$ cat config.mk
export PLATFORM = sky130hd
export DESIGN_NAME = alu_serial_ctrl_flat
export DESIGN_NICKNAME = d
export VERILOG_FILES = /design/src/rtl/alu_serial_ctrl_if.sv /design/src/rtl/alu_serial_ctrl.sv /design/src/flat_wrapper.sv
export SDC_FILE = /design/constraint.sdc
export NUM_CORES = 1
export LEC_CHECK = 0
export BUFFER_PORTS_ARGS = -buffer_cell sky130_fd_sc_hd__buf_2
export CORE_MARGIN = 5
export CORE_UTILIZATION = 36
export DETAILED_ROUTE_END_ITERATION = 10
export GPL_TIMING_DRIVEN = 0
export PLACE_DENSITY_LB_ADDON = 0.08
export SLEW_MARGIN = 25
export SYNTH_ARGS = -nofsm -noshare
export SYNTH_HDL_FRONTEND = slang
export SYNTH_SLANG_ARGS = --single-unit
$ cat constraint.sdc
create_clock -name clk -period 3.2 [get_ports clk]
set_input_delay 0.32 -clock clk [delete_from_list [all_inputs] [get_ports clk]]
set_output_delay 0.32 -clock clk [all_outputs]
set_load 0.005 [all_outputs]
$ cat src/rtl/alu_serial_ctrl_if.sv
// Handshake and operand/result bundle for the bit-serial ALU sequencer.
interface alu_serial_ctrl_if #(
  parameter int unsigned WIDTH = 32
);
  logic             start;
  logic [3:0]       ALU_control;
  logic [WIDTH-1:0] src1;
  logic [WIDTH-1:0] src2;
  logic [WIDTH-1:0] result;
  logic             zero;
  logic             cout;
  logic             overflow;
  logic             busy;
  logic             done;

  modport master (
    output start, ALU_control, src1, src2,
    input  result, zero, cout, overflow, busy, done
  );

  modport slave (
    input  start, ALU_control, src1, src2,
    output result, zero, cout, overflow, busy, done
  );
endinterface

$ cat src/rtl/alu_serial_ctrl.sv
// Bit-serial ALU: one 1-bit slice evaluated LSB first, carry held in a register,
// result and flags assembled over WIDTH cycles behind a start/done handshake.
module alu_serial_ctrl #(
  parameter int unsigned WIDTH = 32
) (
  input  logic             clk,
  input  logic             rst_n,
  alu_serial_ctrl_if.slave bus
);

  localparam int unsigned IW = $clog2(WIDTH);

  typedef enum logic [1:0] {IDLE, RUN, FIX, DONE} state_t;

  typedef enum logic [3:0] {
    OP_AND = 4'b0000,
    OP_OR  = 4'b0001,
    OP_ADD = 4'b0010,
    OP_SUB = 4'b0110,
    OP_SLT = 4'b0111,
    OP_NOR = 4'b1100,
    OP_XOR = 4'b1101
  } alu_op_t;

  state_t           state, state_d;
  logic [WIDTH-1:0] a_q, b_q, r_q, r_next;
  logic [3:0]       op_q;
  logic [IW-1:0]    i_q;
  logic             c_q, c_msb_q;
  logic             last, is_arith, inv_b, is_addsub;
  logic             b_eff, sum, carry_out, slice;
  logic             ovf_fix, slt_set;

  assign last      = (i_q == IW'(WIDTH-1));
  assign inv_b     = (op_q == OP_SUB) || (op_q == OP_SLT);
  assign is_addsub = (op_q == OP_ADD) || (op_q == OP_SUB);
  assign is_arith  = is_addsub || (op_q == OP_SLT);

  // Operands shift right each RUN cycle, so bit 0 is always the current bit i.
  always_comb begin
    b_eff     = b_q[0] ^ inv_b;
    sum       = a_q[0] ^ b_eff ^ c_q;
    carry_out = (a_q[0] & b_eff) | (c_q & (a_q[0] ^ b_eff));
    case (op_q)
      OP_AND:                 slice = a_q[0] & b_q[0];
      OP_OR:                  slice = a_q[0] | b_q[0];
      OP_ADD, OP_SUB, OP_SLT: slice = sum;
      OP_NOR:                 slice = ~(a_q[0] | b_q[0]);
      OP_XOR:                 slice = a_q[0] ^ b_q[0];
      default:                slice = 1'b0;
    endcase
    r_next = {slice, r_q[WIDTH-1:1]};
  end

  // In FIX, c_q already holds the carry out of the MSB.
  assign ovf_fix = c_msb_q ^ c_q;
  assign slt_set = r_q[WIDTH-1] ^ ovf_fix;

  always_comb begin
    state_d = state;
    case (state)
      IDLE:    if (bus.start) state_d = RUN;
      RUN:     if (last) state_d = (op_q == OP_SLT) ? FIX : DONE;
      FIX:     state_d = DONE;
      DONE:    state_d = IDLE;
      default: state_d = IDLE;
    endcase
  end

  always_ff @(posedge clk) begin
    if (!rst_n) state <= IDLE;
    else        state <= state_d;
  end

  always_ff @(posedge clk) begin
    if (!rst_n) begin
      a_q          <= '0;
      b_q          <= '0;
      r_q          <= '0;
      op_q         <= '0;
      i_q          <= '0;
      c_q          <= 1'b0;
      c_msb_q      <= 1'b0;
      bus.result   <= '0;
      bus.zero     <= 1'b0;
      bus.cout     <= 1'b0;
      bus.overflow <= 1'b0;
      bus.busy     <= 1'b0;
      bus.done     <= 1'b0;
    end else begin
      bus.busy <= (state_d != IDLE);
      bus.done <= (state_d == DONE);
      case (state)
        IDLE: begin
          if (bus.start) begin
            a_q  <= bus.src1;
            b_q  <= bus.src2;
            op_q <= bus.ALU_control;
            i_q  <= '0;
            c_q  <= (bus.ALU_control == OP_SUB) || (bus.ALU_control == OP_SLT);
          end
        end
        RUN: begin
          r_q <= r_next;
          a_q <= a_q >> 1;
          b_q <= b_q >> 1;
          c_q <= carry_out;
          i_q <= i_q + 1'b1;
          if (last) begin
            c_msb_q <= c_q;
            // Non-SLT results are published on the edge into DONE so they are valid with done.
            if (op_q != OP_SLT) begin
              bus.result   <= r_next;
              bus.zero     <= (r_next == '0);
              bus.cout     <= is_addsub & carry_out;
              bus.overflow <= is_arith & (c_q ^ carry_out);
            end
          end
        end
        FIX: begin
          bus.result   <= {{(WIDTH-1){1'b0}}, slt_set};
          bus.zero     <= ~slt_set;
          bus.cout     <= 1'b0;
          bus.overflow <= ovf_fix;
        end
        default: ;
      endcase
    end
  end

endmodule

$ cat src/flat_wrapper.sv
// flat-port wrapper written by rule: the top's interface ports become plain ports
module alu_serial_ctrl_flat 
#(
  parameter int unsigned WIDTH = 32
)
  (clk, rst_n, bus_start, bus_ALU_control, bus_src1, bus_src2, bus_result, bus_zero, bus_cout, bus_overflow, bus_busy, bus_done);
  alu_serial_ctrl_if #(.WIDTH(WIDTH)) bus_i ();
  input  logic clk;
  input  logic rst_n;
  input wire logic [$bits(bus_i.start)-1:0] bus_start;
  input wire logic [$bits(bus_i.ALU_control)-1:0] bus_ALU_control;
  input wire logic [$bits(bus_i.src1)-1:0] bus_src1;
  input wire logic [$bits(bus_i.src2)-1:0] bus_src2;
  output wire logic [$bits(bus_i.result)-1:0] bus_result;
  output wire logic [$bits(bus_i.zero)-1:0] bus_zero;
  output wire logic [$bits(bus_i.cout)-1:0] bus_cout;
  output wire logic [$bits(bus_i.overflow)-1:0] bus_overflow;
  output wire logic [$bits(bus_i.busy)-1:0] bus_busy;
  output wire logic [$bits(bus_i.done)-1:0] bus_done;
  assign bus_i.start = bus_start;
  assign bus_i.ALU_control = bus_ALU_control;
  assign bus_i.src1 = bus_src1;
  assign bus_i.src2 = bus_src2;
  assign bus_result = bus_i.result;
  assign bus_zero = bus_i.zero;
  assign bus_cout = bus_i.cout;
  assign bus_overflow = bus_i.overflow;
  assign bus_busy = bus_i.busy;
  assign bus_done = bus_i.done;
  alu_serial_ctrl #(.WIDTH(WIDTH)) u_core (.clk(clk), .rst_n(rst_n), .bus(bus_i));
endmodule
# == Word level (Yosys, flattened, before mapping) ==
# Cells that the tools add are included.
# Widths: inputs -> output; s select.
# totals
reg_bits,146
inputBits,71
out_inout_bits,37
wordCells,88
# op_classes
add_sub_neg,1
n_eq_ne,17
muxes,25
bitwise_logic,16
n_reduce_logical,15
# ops
op,count
$pmux 32 s2,3
$mux 32,4
$logic_not 32->1,1
$eq 4x3->1 const B,4
$pmux 5 s2,1
$eq 4x4->1 const B,2
$mux 1,8
$pmux 1 s2,4
$pmux 2 s4,1
$xor 1x1->1,7
$eq 2x2->1 const B,3
$reduce_and 2->1,3
$reduce_bool 2->1,3
$add 5x1->5 const B,1
$and 1x1->1,5
$eq 5x5->1 const B,1
$mux 5,1
$pmux 1 s5,1
$eq 4x1->1 const B,1
$eq 4x2->1 const B,1
$logic_not 4->1,1
$logic_or 1x1->1,4
$mux 2,2
$ne 2x1->1 const B,2
other kinds (8),10

# == Depth between registers and ports, before layout ==
# Gate-level depths: netlist (run 1).
# depth
word_depth,11
depth_mapped,10
mapped_depth_nobuf,7

# == Least setup slack after synthesis (run 1) ==
# OpenSTA, ideal clock, no wires.
# synth_timing
kind,register -> register
startpoint,reg u_core.op_q[1]
endpoint,reg u_core.bus.zero
setup_ns,0.119
t_arrival_ns,1.759
required_ns,3.081
setup_slack_ns,1.322
path_stages_with_launch,8
n_path_buf,0
synth_period_minus_slack_ns,1.878
path_cell_list,dfxtp_1 -> nor2b_1 -> nand2_1 -> xnor2_1 -> fa_1 -> o211ai_1 -> nor3_1 -> o221a_2
# synth_via
elab_chain_cells,10
elab_cells_between_ends,20
cone_classes,eq/ne: 8; mux: 4; bitwise: 3; reduce/logical: 5
# synth_rtl
item,line,source
from (decl),alu_serial_ctrl.sv:27,logic [3:0] op_q;
from (signal assigned),alu_serial_ctrl.sv:98,op_q <= bus.ALU_control;
$eq 4x3->1,"alu_serial_ctrl.sv:35, alu_serial_ctrl.sv:44",
$logic_or 1x1->1,alu_serial_ctrl.sv:35,assign inv_b = (op_q == OP_SUB) || (op_q == OP_SLT);
$xor 1x1->1,alu_serial_ctrl.sv:41,b_eff = b_q[0] ^ inv_b;
$xor 1x1->1 (2 in a row),alu_serial_ctrl.sv:42,sum = a_q[0] ^ b_eff ^ c_q;
$pmux 1 s5,alu_serial_ctrl.sv:44,case (op_q)
$logic_not 32->1,alu_serial_ctrl.sv:114,bus.zero <= (r_next == '0);
$mux 1,alu_serial_ctrl.sv:112,if (op_q != OP_SLT) begin
$mux 1,alu_serial_ctrl.sv:109,if (last) begin
$pmux 1 s2,alu_serial_ctrl.sv:93,case (state)
to (signal assigned),alu_serial_ctrl.sv:114,
to (signal assigned),alu_serial_ctrl.sv:122,bus.zero <= ~slt_set;
to (decl),alu_serial_ctrl_if.sv:23,"output result, zero, cout, overflow, busy, done"
# Parallel ways exist; a longest one is shown, timed or not. The select of a mux whose other input is x is not followed.
# A chain may end at the register's enable or synchronous reset.

# == Final worst setup path (run 1) ==
# Ends and elaborated chain as after synthesis.

==> results of run 1 <==
==> area by class of cell <==
class | instances | area, sq um
diodes | 2 | 5.00
plain buffers | 57 | 338
clock buffers | 24 | 482
clock inverters | 5 | 104
fillers | 1779 | 10000
inverters | 13 | 48.8
multi-input cells | 455 | 3260
flip-flops and latches | 145 | 2900
well taps | 229 | 287
repair buffers | 105 | 526
==> worst register-to-register path, delay by kind of cell (launching register included) <==
family                   cells  cell delay, ns
flip-flops                   1            0.39
adder cells (fa/ha/maj)      1            0.43
AO/OA/AOI/OAI                2            0.59
AND/OR/NAND/NOR              3            0.44
XOR/XNOR                     1            0.23
==> per-stage QoR <==
stage | util | instance area [sq um] | total power [uW] | worst slack [ns] | hold WS (ns)
after detailed placement | 0.410 | 7360 | 2790 | 1.01 | 0.442
after CTS | 0.442 | 7940 | 4810 | 0.998 | 0.153
after global routing | 0.442 | 7950 | 4980 | 0.760 | 0.161
final | 0.443 | 7950 | 4740 | 1.00 | 0.166
after global placement | 0.410 | 7360 | 2760 | 1.06 | 0.436
after floorplan | - | 6550 | 2580 | 1.32 | 0.447
==> report_power, final <==
| group | switching [uW] | internal (uW) |
|---|---|---|
| logic | 384 | 343 |
| clock network | 724 | 1280 |
| registers | 76.8 | 1940 |
| total | 1190 | 3550 |
==> path summary, 6_finish.rpt <==
path	end	slack [ns]	cells past startpoint
max	u_core.bus.zero	1.00	7
min	u_core.op_q[0]	0.17	3
max reg2reg	u_core.bus.zero	1.00	7
min reg2reg	u_core.bus.result[4]	0.44	2
==> cells in the mapped netlist, types with 2 or more instances <==
library cell / instances / area [sq um]
nand2_1: 110 / 413
dfxtp_1: 145 / 2900
nor3_1: 3 / 15.0
nor2_1: 3 / 11.3
nor4_1: 8 / 50.1
xnor2_1: 3 / 26.3
a21oi_1: 2 / 10.0
ha_1: 7 / 87.6
a22oi_1: 2 / 15.0
o21ai_0: 11 / 55.1
o21a_1: 3 / 22.5
buf_6: 11 / 124
inv_1: 13 / 48.8
nor3b_1: 2 / 15.0
a21boi_1: 14 / 105
and3_1: 2 / 12.5
a32oi_1: 2 / 17.5
clkbuf_1: 20 / 75.1
nand4_1: 3 / 18.8
mux2i_1: 97 / 971
nor2b_1: 38 / 238
nand3_1: 41 / 205
o211a_1: 63 / 631
buf_2: 21 / 105
and2_1: 3 / 18.8
buf_4: 4 / 30.0
o22ai_1: 3 / 18.8
a21boi_0: 22 / 165
==> registers in the layout (all words and copies together), names as in the netlist <==
name                 flops
u_core.r_q              31
u_core.bus.done          1
u_core.c_q               1
u_core.bus.zero          1
u_core.bus.overflow      1
u_core.b_q              32
u_core.op_q              4
u_core.a_q              32
u_core.i_q               5
u_core.bus.busy          1
u_core.state             2
u_core.c_msb_q           1
u_core.bus.cout          1
u_core.bus.result       32
==> per-layer routing <==
metal,track usage,wire length (um)
met1,0.191,6990
met2,0.277,8120
met3,0.0480,889
met4,0.0520,164
met5,0,22
==> placed cells by master, fill, tap and decap left out, drive strengths merged, types with 2 or more instances in the layout <==
cell and count:
dfxtp 145, buf 142, nand2 110, mux2i 97, o211a 63, clkbuf 44, nand3 41, nor2b 38
a21boi 37, inv 13, o21ai 11, nor4 8, ha 7, xnor2 3, o21a 3, o22ai 3
and2 3, nor2 3, nor3 3, nand4 3, bufinv 3, diode 2, and3 2, nor3b 2
a21oi 2, a22oi 2, a32oi 2, nand2b 2, clkinv 2
==> cell families after synthesis <==
kind of cell / count (synthesis)
DFF: 145
muxes: 97
AOI/OAI and AO/OA: 129
adders and majority gates: 8
and+or+nand+nor: 218
buffers and inverters: 70
xor gates and xnor gates: 3
==> results list, run 1 <==
* WP data arrival: 2.50 ns
* Delay-heaviest family, CP: compound AO/OA/AOI/OAI gates
- Overall global routing resource usage: 0.161
* Largest net degree at the start of global routing: 17
- STA puts the critical path data required time at 3.50 ns.
* Post-Syn Instances: 670
- For the pin with the worst max-slew slack, the measured transition is 0.584 ns.
* Count of synthesis-stage warnings from yosys: 0
- Clock slew seen by the registers of the worst setup and hold paths: 0.05 ns
- Kind of end point of the critical path: flop
- Number of synthesized flops with an enable pin: 0
- At the end of the flow, the number of nets in the layout was 873.
- Adder and majority gate portion of the synthesized area: 0.0164
- Routed wire length: 16200 um
- In the finished design, the share of the clock period the worst path needs comes to 0.687.
* Flip-flop and latch count after synthesis: 145
- Portion of the post-synthesis area used by sequential elements: 0.443
- Of the total synthesized cell area, the portion taken by XOR and XNOR cells is 0.00401.
- Compared with the post-synthesis result, the final layout area differs by 21.4%.
* Max rail drop VDD: 370 uV
* Hold Crit Class: input pin to flop
- Critical Path Source Type: flop
- The die is 145 um tall.
* Setup bufs post-CTS: 0
* Remaining antenna violation count: 0
* First element of the critical path: u_core.op_q[1]
- Via count of the first global-routing pass: 5374
* Worst-case headroom to the max-slew limit: 0.607
- The portion of synthesized area spent on multiplexers is 0.148.
* Hold violation count in the final report: 0
* First-pass iteration count of the detailed router: 5
- RSZ-0062 raised after global routing: false
- Worst Clk Skew: 0.0105 ns
- Worst-path fanout max: 5
- The final route contains 5234 vias.
* Highest Clock Rate: 455 MHz
- Final cell count without fillers: 1035
- After synthesis, the largest family of logic cells by area is compound AO/OA/AOI/OAI gates.
- Max Transition Viols Final: 0
* Synth async-reset ratio: 0
* Combined buffer and inverter count along the critical path: 0
* Average wire per cell in the routed design: 15.6 um
* Resized cells post-CTS: 0
* Leakage power figure: 0.00378 uW
* Count of unresolved DRC violations after routing: 0
- Inst Count DP: 1004
* Hold_buf cts: 0
- Count of boundary I/O pins: 108
* Cell row count: 49
* Worst min-delay path startpoint: bus_ALU_control[0]
- Post-synthesis instance area: 0.00655 sq mm
* Largest buffer count on any clock path: 2
* Setup TNS after final layout: 0 ns
- The H-tree was split into 4 levels.
* Maxcap violations: 0
* Maximum cell stage delay along the critical path: 0.43 ns
- In this run the horizontal extent of the chip is 145 um.
- A synthesized cell averages 9.77 sq um.
- Post-synth net total: 749
- In the final layout, the share of cells above drive strength 1 is 0.211.
* Cell breakdown of the critical path: nor2b_1, nand2_1, xnor2_1, fa_1, o211ai_1, nor3_1, o221a_2
- Total half-perimeter wirelength after legalization and detailed placement: 11800 um
- Library cells used by synthesis: 42
* Core footprint: 0.0180 sq mm
- Most used flip-flop cell after synthesis: dfxtp_1
- Routability-driven placement finished with a final weighted congestion of 0.762.
- Fraction of the mapped netlist area in simple logic gates: 0.159
* Worst Setup Path Type: flop to flop
- For this design the ratio of total power to cell area is 596 mW/mm^2.
- Global routing finished with a remaining overflow of 0.
- The first routing iteration left 210 violations.
- Clock tree synthesis selected as its root buffer the cell clkbuf_16.
* Final Setup Violations: 0
* FF-to-FF Start: u_core.op_q[1]
- Clock latency on the worst-skew pair: 0.42 ns
* Result of the run: finished, final reports clean
- Total clock sinks: 145
- The floorplan step defined a die boundary enclosing 0.0210 sq mm.
* Wire length of the first global-routing pass: 26700 um
- Slowest library cell on the worst path: fa_1
- Area fraction in compound gates after synthesis: 0.170
- Number of antenna violations at the first check in global routing: 3
* Clock tree from TritonCTS: yes
* Effective utilization at floorplan: 0.364
- Dividing the detail-routed via count by the number of cells gives 5.06.
- Buffers placed on the I/O ports in this run total 105.
- Cts bufs inserted: 17
- Final critical delay including setup and external delays: 2.20 ns
Note: power is estimated with default switching activity, not from simulation.
==> run 2, diff against run 1 <==
==> constraint.sdc (replaced) <==
create_clock -name clk -period 2.25 [get_ports clk]
set_input_delay 0.225 -clock clk [delete_from_list [all_inputs] [get_ports clk]]
set_output_delay 0.225 -clock clk [all_outputs]
set_load 0.005 [all_outputs]
==> results list, run 2 (synthesized netlist as in run 1, its figures left out) <==
* RePlAce Congestion: 0.762 (unchanged)
- The setup slack after layout is 0.202 ns (was 1.00 ns).
- The number of hold-slack violations in the final timing report is 0 (unchanged).
- Critical Path Source Type: flop (unchanged)
- The power after layout is 6750 uW (was 4740 uW).
- Delay-heaviest family, CP: compound AO/OA/AOI/OAI gates (unchanged)
- The count of buffering cells on the critical path with inverters included came to 0 (unchanged).
* Largest net degree at the start of global routing: 17 (unchanged)
- Power density over the cells: 847 mW/mm^2 (was 596 mW/mm^2)
- Most frequent cells in the layout: dfxtp_1 (145), buf_2 (126), nand2_1 (110), mux2i_1 (97), o211a_1 (63) (unchanged).
- The number of global-route vias before repair came to 5374 (unchanged).
- The CTS root buffer is clkbuf_16 (unchanged).
- The CTS H-tree depth came to 4 (unchanged).
- Full die area: 0.0210 sq mm (unchanged)
- The DRC marker count from the first detailed-route iteration came to 198 (was 210).
- The average detailed-routed wire length per instance came to 15.6 um (about the same).
* Share of cells above drive strength 1: 0.215 (was 0.211)
- Worst r2r dst: u_core.bus.zero (unchanged)
- The global route total overflow is 0 (unchanged).
- The worst-case headroom to the max-slew limit came to 0.594 (was 0.607).
- The peak supply drop came to 523 uV (was 370 uV).
* Vias post-DR: 5220 (was 5234)
- WP data arrival: 2.35 ns (was 2.50 ns)
* Registers with the most flip-flops: u_core.a_q x32, u_core.b_q x32, u_core.bus.result x32 (unchanged)
- Clock latency on the worst-skew pair: 0.42 ns (about the same)
- The last element of the critical path was u_core.bus.zero (unchanged).
- The start point of the critical path is u_core.op_q[1] (unchanged).
- The number of max-slew violations in the final report was 0 (unchanged).
* Slowest library cell on the worst path: fa_1 (unchanged)
- The number of detailed-route iterations in the first pass came to 5 (unchanged).
* Net count, final: 874 (was 873)
- FF-to-FF Start: u_core.op_q[1] (unchanged)
* Leakage power figure: 0.00379 uW (was 0.00378 uW)
* Kind of end point of the critical path: flop (unchanged)
* Maxcap violations: 0 (unchanged)
- Chip Width: 145 um (unchanged)
- DR top layer: met5 (unchanged)
- The maximum root-to-sink buffer count is 2 (unchanged).
- The number of nets with antenna violations after routing is 0 (unchanged).
- Wire length of the first global-routing pass: 26700 um (unchanged)
* Final critical delay including setup and external delays: 2.05 ns (was 2.20 ns)
- Routed wire length: 16200 um (about the same)
- Hold Crit Class: input pin to flop (unchanged)
- The clock tree from TritonCTS was yes (unchanged).
- The number of buffers inserted during clock tree synthesis was 17 (unchanged).
- The clock-pin transition on the worst setup and hold timing paths was 0.05 ns (about the same).
- Flop2flop setup slack: 0.20 ns (was 1.00 ns)
- Depth of the critical timing path with buffers and inverters included: 7 (unchanged)
* Maximum cell stage delay along the critical path: 0.47 ns (was 0.43 ns)
- The slew of the pin with the lowest slew margin is 0.603 ns (was 0.584 ns).
- Total half-perimeter wirelength after legalization and detailed placement: 11800 um (unchanged)
- The number of placement rows was 49 (unchanged).
- The detailed-route DRC error count was 0 (unchanged).
- Die height: 145 um (unchanged)
* Reg2Reg Depth: 7 (unchanged)
- The quantity of I/O buffers inserted on ports came to 105 (unchanged).
- Highest Clock Rate: 488 MHz (was 455 MHz)
* Result of the run: finished, final reports clean (unchanged)
- The data required time of the critical path is 2.55 ns (was 3.50 ns).
- Worst Clk Skew: 0.0129 ns (was 0.0105 ns)
- Placement Setup Slack: 0.0650 ns (was 1.01 ns)
- Met1 wire length: 7070 um (was 6990 um)
* Worst-path fanout max: 5 (unchanged)
- The effective utilization at floorplan was 0.364 (unchanged).
* Overall global routing resource usage: 0.161 (unchanged)
- Final Setup Violations: 0 (unchanged)
- The startpoint-to-endpoint class of the critical path is flop to flop (unchanged).
* Number of antenna violations at the first check in global routing: 3 (unchanged)
* RSZ-0062 raised after global routing: false (unchanged)
- P&R area growth vs syn: 21.7% (was 21.4%)
* Count of boundary I/O pins: 108 (unchanged)
- The met2 wire length was 8070 um (was 8120 um).
- The setup TNS was 0 ns (unchanged).
* Cell breakdown of the critical path: nor2b_2, nand2_1, xnor2_2, fa_1, o211ai_1, nor3_1, o221a_2 (was nor2b_1, nand2_1, xnor2_1, fa_1, o211ai_1, nor3_1, o221a_2)
- The routed wire length on met3 is 817 um (was 889 um).
- The period utilization was 0.910 (was 0.687).
- The placeable core area was 0.0180 sq mm (unchanged).
- The via density per instance was 5.04 (was 5.06).
* Commonest non-fill, non-tap cell in the layout: dfxtp_1 (unchanged)
- Total clock sinks: 145 (unchanged)
run 2: cell types whose count changed in the layout (fill, tap and decap cells not counted), sizes merged:
cell,before,now
buf,142,143
run 2: tightest hold or removal path: stages:
cell	delay, ns
buf_2	0.10
nand3_1	0.05
a21boi_0	0.07
run 2: final cells by class:
type / instances / area (sq um)
flip-flops and latches: 145 / 2900
well taps: 229 / 287
repair buffers: 106 / 533
clock inverters: 5 / 104
plain buffers: 57 / 338
diodes: 2 / 5.00
clock buffers: 24 / 482
inverters: 13 / 48.8
fillers: 1779 / 10000
multi-input cells: 455 / 3270
run 2: metal layers:
| layer | global-route usage | up-vias |
|---|---|---|
| met1 | 0.191 | 2490 |
| met2 | 0.277 | 92 |
| met4 | 0.0520 | 4 |
| li1 | - | 2617 |
| met5 | 0 | - |
| met3 | 0.0480 | 17 |
run 2: how the worst min path moves through the flow:
stage,from,to,slack (ns),depth (start not counted)
global route,bus_ALU_control[0],u_core.op_q[0],0.07,3
detailed placement,u_core.bus.result[4],u_core.bus.result[4],0.44,2
global placement,u_core.bus.result[10],u_core.bus.result[10],0.44,2
floorplan,bus_ALU_control[2],u_core.op_q[2],0.38,2
finish,bus_ALU_control[0],u_core.op_q[0],0.07,3
CTS,bus_ALU_control[0],u_core.op_q[0],0.06,3
run 2: through the flow:
step / std cells / hold WS [ns] / utilization / area (sq um)
floorplan: 670 / 0.381 / - / 6550
global placement: 1004 / 0.436 / 0.410 / 7360
detailed placement: 1004 / 0.442 / 0.410 / 7360
CTS: 1033 / 0.0584 / 0.442 / 7940
global route: 1035 / 0.0663 / 0.443 / 7960
finish: 1036 / 0.0734 / 0.443 / 7970
run 2: power by group:
group / switching [uW] / internal, uW
sequential: 109 / 2750
combinational: 549 / 492
clock: 1030 / 1810
run 2: what timing repair did:
item	4_1_cts	5_1_grt
hold buffers	0	0
endpoints found under the setup margin	0	3
resized for setup	0	2
hold endpoints to repair	0	0
setup buffers	0	1
==> run 3, diff against run 2 <==
--- a/config.mk
+++ b/config.mk
@@ -10,7 +10,6 @@
 export CORE_UTILIZATION = 36
 export DETAILED_ROUTE_END_ITERATION = 10
 export GPL_TIMING_DRIVEN = 0
-export PLACE_DENSITY_LB_ADDON = 0.08
 export SLEW_MARGIN = 25
 export SYNTH_ARGS = -nofsm -noshare
 export SYNTH_HDL_FRONTEND = slang
==> results list, run 3 (synthesized netlist as in run 1, its figures left out) <==
- The detailed-route DRC error count was 0 (unchanged).
- Routed wire length: 15200 um (was 16200 um)
- The via density per instance was 4.92 (was 5.04).
- The number of fill cells was 1805 (was 1779).
- Flop2flop setup slack: 0.11 ns (was 0.20 ns)
- The startpoint of the worst hold path is bus_ALU_control[0] (unchanged).
* Registers with the most flip-flops: u_core.a_q x32, u_core.b_q x32, u_core.bus.result x32 (unchanged)
- The overall track demand over capacity in global routing is 0.149 (was 0.161).
* Total half-perimeter wirelength after legalization and detailed placement: 10700 um (was 11800 um)
* Deepest level of the CTS H-tree: 4 (unchanged)
* Max rail drop VDD: 554 uV (was 523 uV)
- Most frequent cells in the layout: dfxtp_1 (145), buf_2 (126), nand2_1 (110), mux2i_1 (97), o211a_1 (63) (unchanged)
- The instance area after placement was 0.00736 sq mm (unchanged).
- The startpoint-to-endpoint class of the critical path is flop to flop (unchanged).
* Max Transition Viols Final: 0 (unchanged)
* Maxcap violations: 0 (unchanged)
* Worst r2r dst: u_core.bus.zero (unchanged)
* Hold path cells: 3 (unchanged)
- Portion of the clock cycle consumed by the worst path in the final layout: 0.951 (was 0.910)
* Number of DRC violations after detailed-routing iteration 0: 208 (was 198)
* Die height: 145 um (unchanged)
- The number of buffers inserted during clock tree synthesis came to 17 (unchanged).
- The average detailed-routed wire length per instance is 14.7 um (was 15.6 um).
* Highest Clock Rate: 467 MHz (was 488 MHz)
- Wire length of the first global-routing pass: 24800 um (was 26700 um)
- The leakage dissipation was 0.00379 uW (about the same).
* Inst Count DP: 1004 (unchanged)
- The critical path arrival came to 2.45 ns (was 2.35 ns).
* Clock slew seen by the registers of the worst setup and hold paths: 0.06 ns (was 0.05 ns)
- Diode insertion count for antenna repair: 0 (was 2)
* Commonest non-fill, non-tap cell in the layout: dfxtp_1 (unchanged)
- The length in cells of the worst reg-to-reg path was 7 (unchanged).
- Number of antenna violations at the first check in global routing: 3 (unchanged)
* Power density over the cells: 862 mW/mm^2 (was 847 mW/mm^2)
* Largest net degree at the start of global routing: 17 (unchanged)
* Via count of the first global-routing pass: 4909 (was 5374)
- The number of hold-slack violations in the final timing report came to 0 (unchanged).
* Effective utilization at floorplan: 0.364 (unchanged)
- The fraction of final layout cells with drive strength greater than 1 was 0.219 (was 0.215).
- Slew at the pin closest to its max-slew limit: 0.563 ns (was 0.603 ns)
* Chip Width: 145 um (unchanged)
* Number of port buffers: 105 (unchanged)
- The maximum root-to-sink buffer count came to 2 (unchanged).
- Clock tree from TritonCTS: yes (unchanged)
- Critical Path Source Type: flop (unchanged)
- The final cell count without fillers came to 1037 (was 1036).
- Final Setup Violations: 0 (unchanged)
- The largest fanout on the critical path was 5 (unchanged).
- Clock latency on the worst-skew pair: 0.42 ns (about the same)
* Worst-case headroom to the max-slew limit: 0.621 (was 0.594)
- The CTS root buffer is clkbuf_16 (unchanged).
- Cell row count: 49 (unchanged)
- The number of ports placed on the die boundary came to 108 (unchanged).
- Result of the run: finished, final reports clean (unchanged).
* RePlAce Congestion: 0.742 (was 0.762)
- P&R area growth vs syn: 22.1% (was 21.7%)
- Finished Cell Area: 0.00799 sq mm (was 0.00797 sq mm)
- The placeable core area was 0.0180 sq mm (unchanged).
- The overall die area came to 0.0210 sq mm (unchanged).
- The worst-case hold path end point was u_core.op_q[0] (unchanged).
- The global route total overflow was 0 (unchanged).
* Total clock sinks: 145 (unchanged)
- The number of nets with antenna violations after routing is 0 (unchanged).
* Net count, final: 874 (unchanged)
- The data required time of the critical path came to 2.56 ns (was 2.55 ns).
- Hold Crit Class: input pin to flop (unchanged)
- The start point of the critical path is u_core.op_q[1] (unchanged).
- The critical register-to-register path startpoint was u_core.op_q[1] (unchanged).
- Final critical delay including setup and external delays: 2.14 ns (was 2.05 ns)
* Worst Clk Skew: 0.0103 ns (was 0.0129 ns)
- Kind of end point of the critical path: flop (unchanged)
* Vias post-DR: 5102 (was 5220)
- The number of detailed-route iterations in the first pass is 4 (was 5).
[run 3: cell types whose count changed in the layout (fill, tap and decap cells not counted), sizes merged]
cell,previous run,this run
bufinv,3,4
clkbuf,44,39
diode,2,0
inv,13,14
clkinvlp,0,5
clkinv,2,3
[run 3: power breakdown]
group          switching [uW]  internal [uW]  total, uW
sequential                104           2750       2860
clock                    1130           1890       3010
combinational             533            490       1020
[run 3: how the worst max path moves through the flow]
stage | to | slack [ns]
6_report | u_core.bus.zero | 0.11
5_1_grt | u_core.bus.zero | -0.001
4_1_cts | u_core.bus.zero | 0.08
3_5_place_dp | u_core.bus.zero | 0.10
3_3_place_gp | u_core.bus.zero | 0.13
2_1_floorplan | u_core.bus.zero | 0.37
[run 3: cell type report]
type / count / area (sq um) / area share
multi-input cells: 455 / 3260 / 0.407
inverters: 13 / 48.8 / 0.00610
flip-flops and latches: 145 / 2900 / 0.363
clock inverters: 13 / 185 / 0.0232
clock buffers: 19 / 443 / 0.0554
repair buffers: 106 / 533 / 0.0667
well taps: 229 / 287 / 0.0358
plain buffers: 57 / 338 / 0.0423
[run 3: per-stage QoR]
stage	setup WS (ns)	setup TNS (ns)	power (uW)	hold slack, ns	utilization
floorplan	0.372	0	3670	0.381	-
global placement	0.129	0	3930	0.435	0.410
detailed placement	0.103	0	3940	0.440	0.410
CTS	0.0808	0	6970	0.0462	0.445
global route	-0.00141	-0.00141	7240	0.0913	0.445
finish	0.110	0	6890	0.0652	0.445
[run 3: what timing repair did]
item / CTS / global route
gates resized for setup: 0 / 0
hold buffers: 0 / 0
setup buffers: 0 / 1
endpoints found under the setup margin: 0 / 1
hold endpoints to repair: 0 / 0
[run 3: worst max-delay path, stage by stage, from the launching register on]
cell and delay (ns):
dfxtp_1 0.40, nor2b_1 0.24, nand2_1 0.10, xnor2_1 0.15
fa_1 0.48, o211ai_1 0.32, nor3_1 0.11, o221a_2 0.24
[run 3: per-layer routing]
metal	GRT usage	vias to the layer above	wire length [um]
met1	0.199	2351	7250
met4	0.0506	6	169
li1	-	2620	-
met3	0.0440	18	899
met2	0.231	107	6860
met5	0	-	33
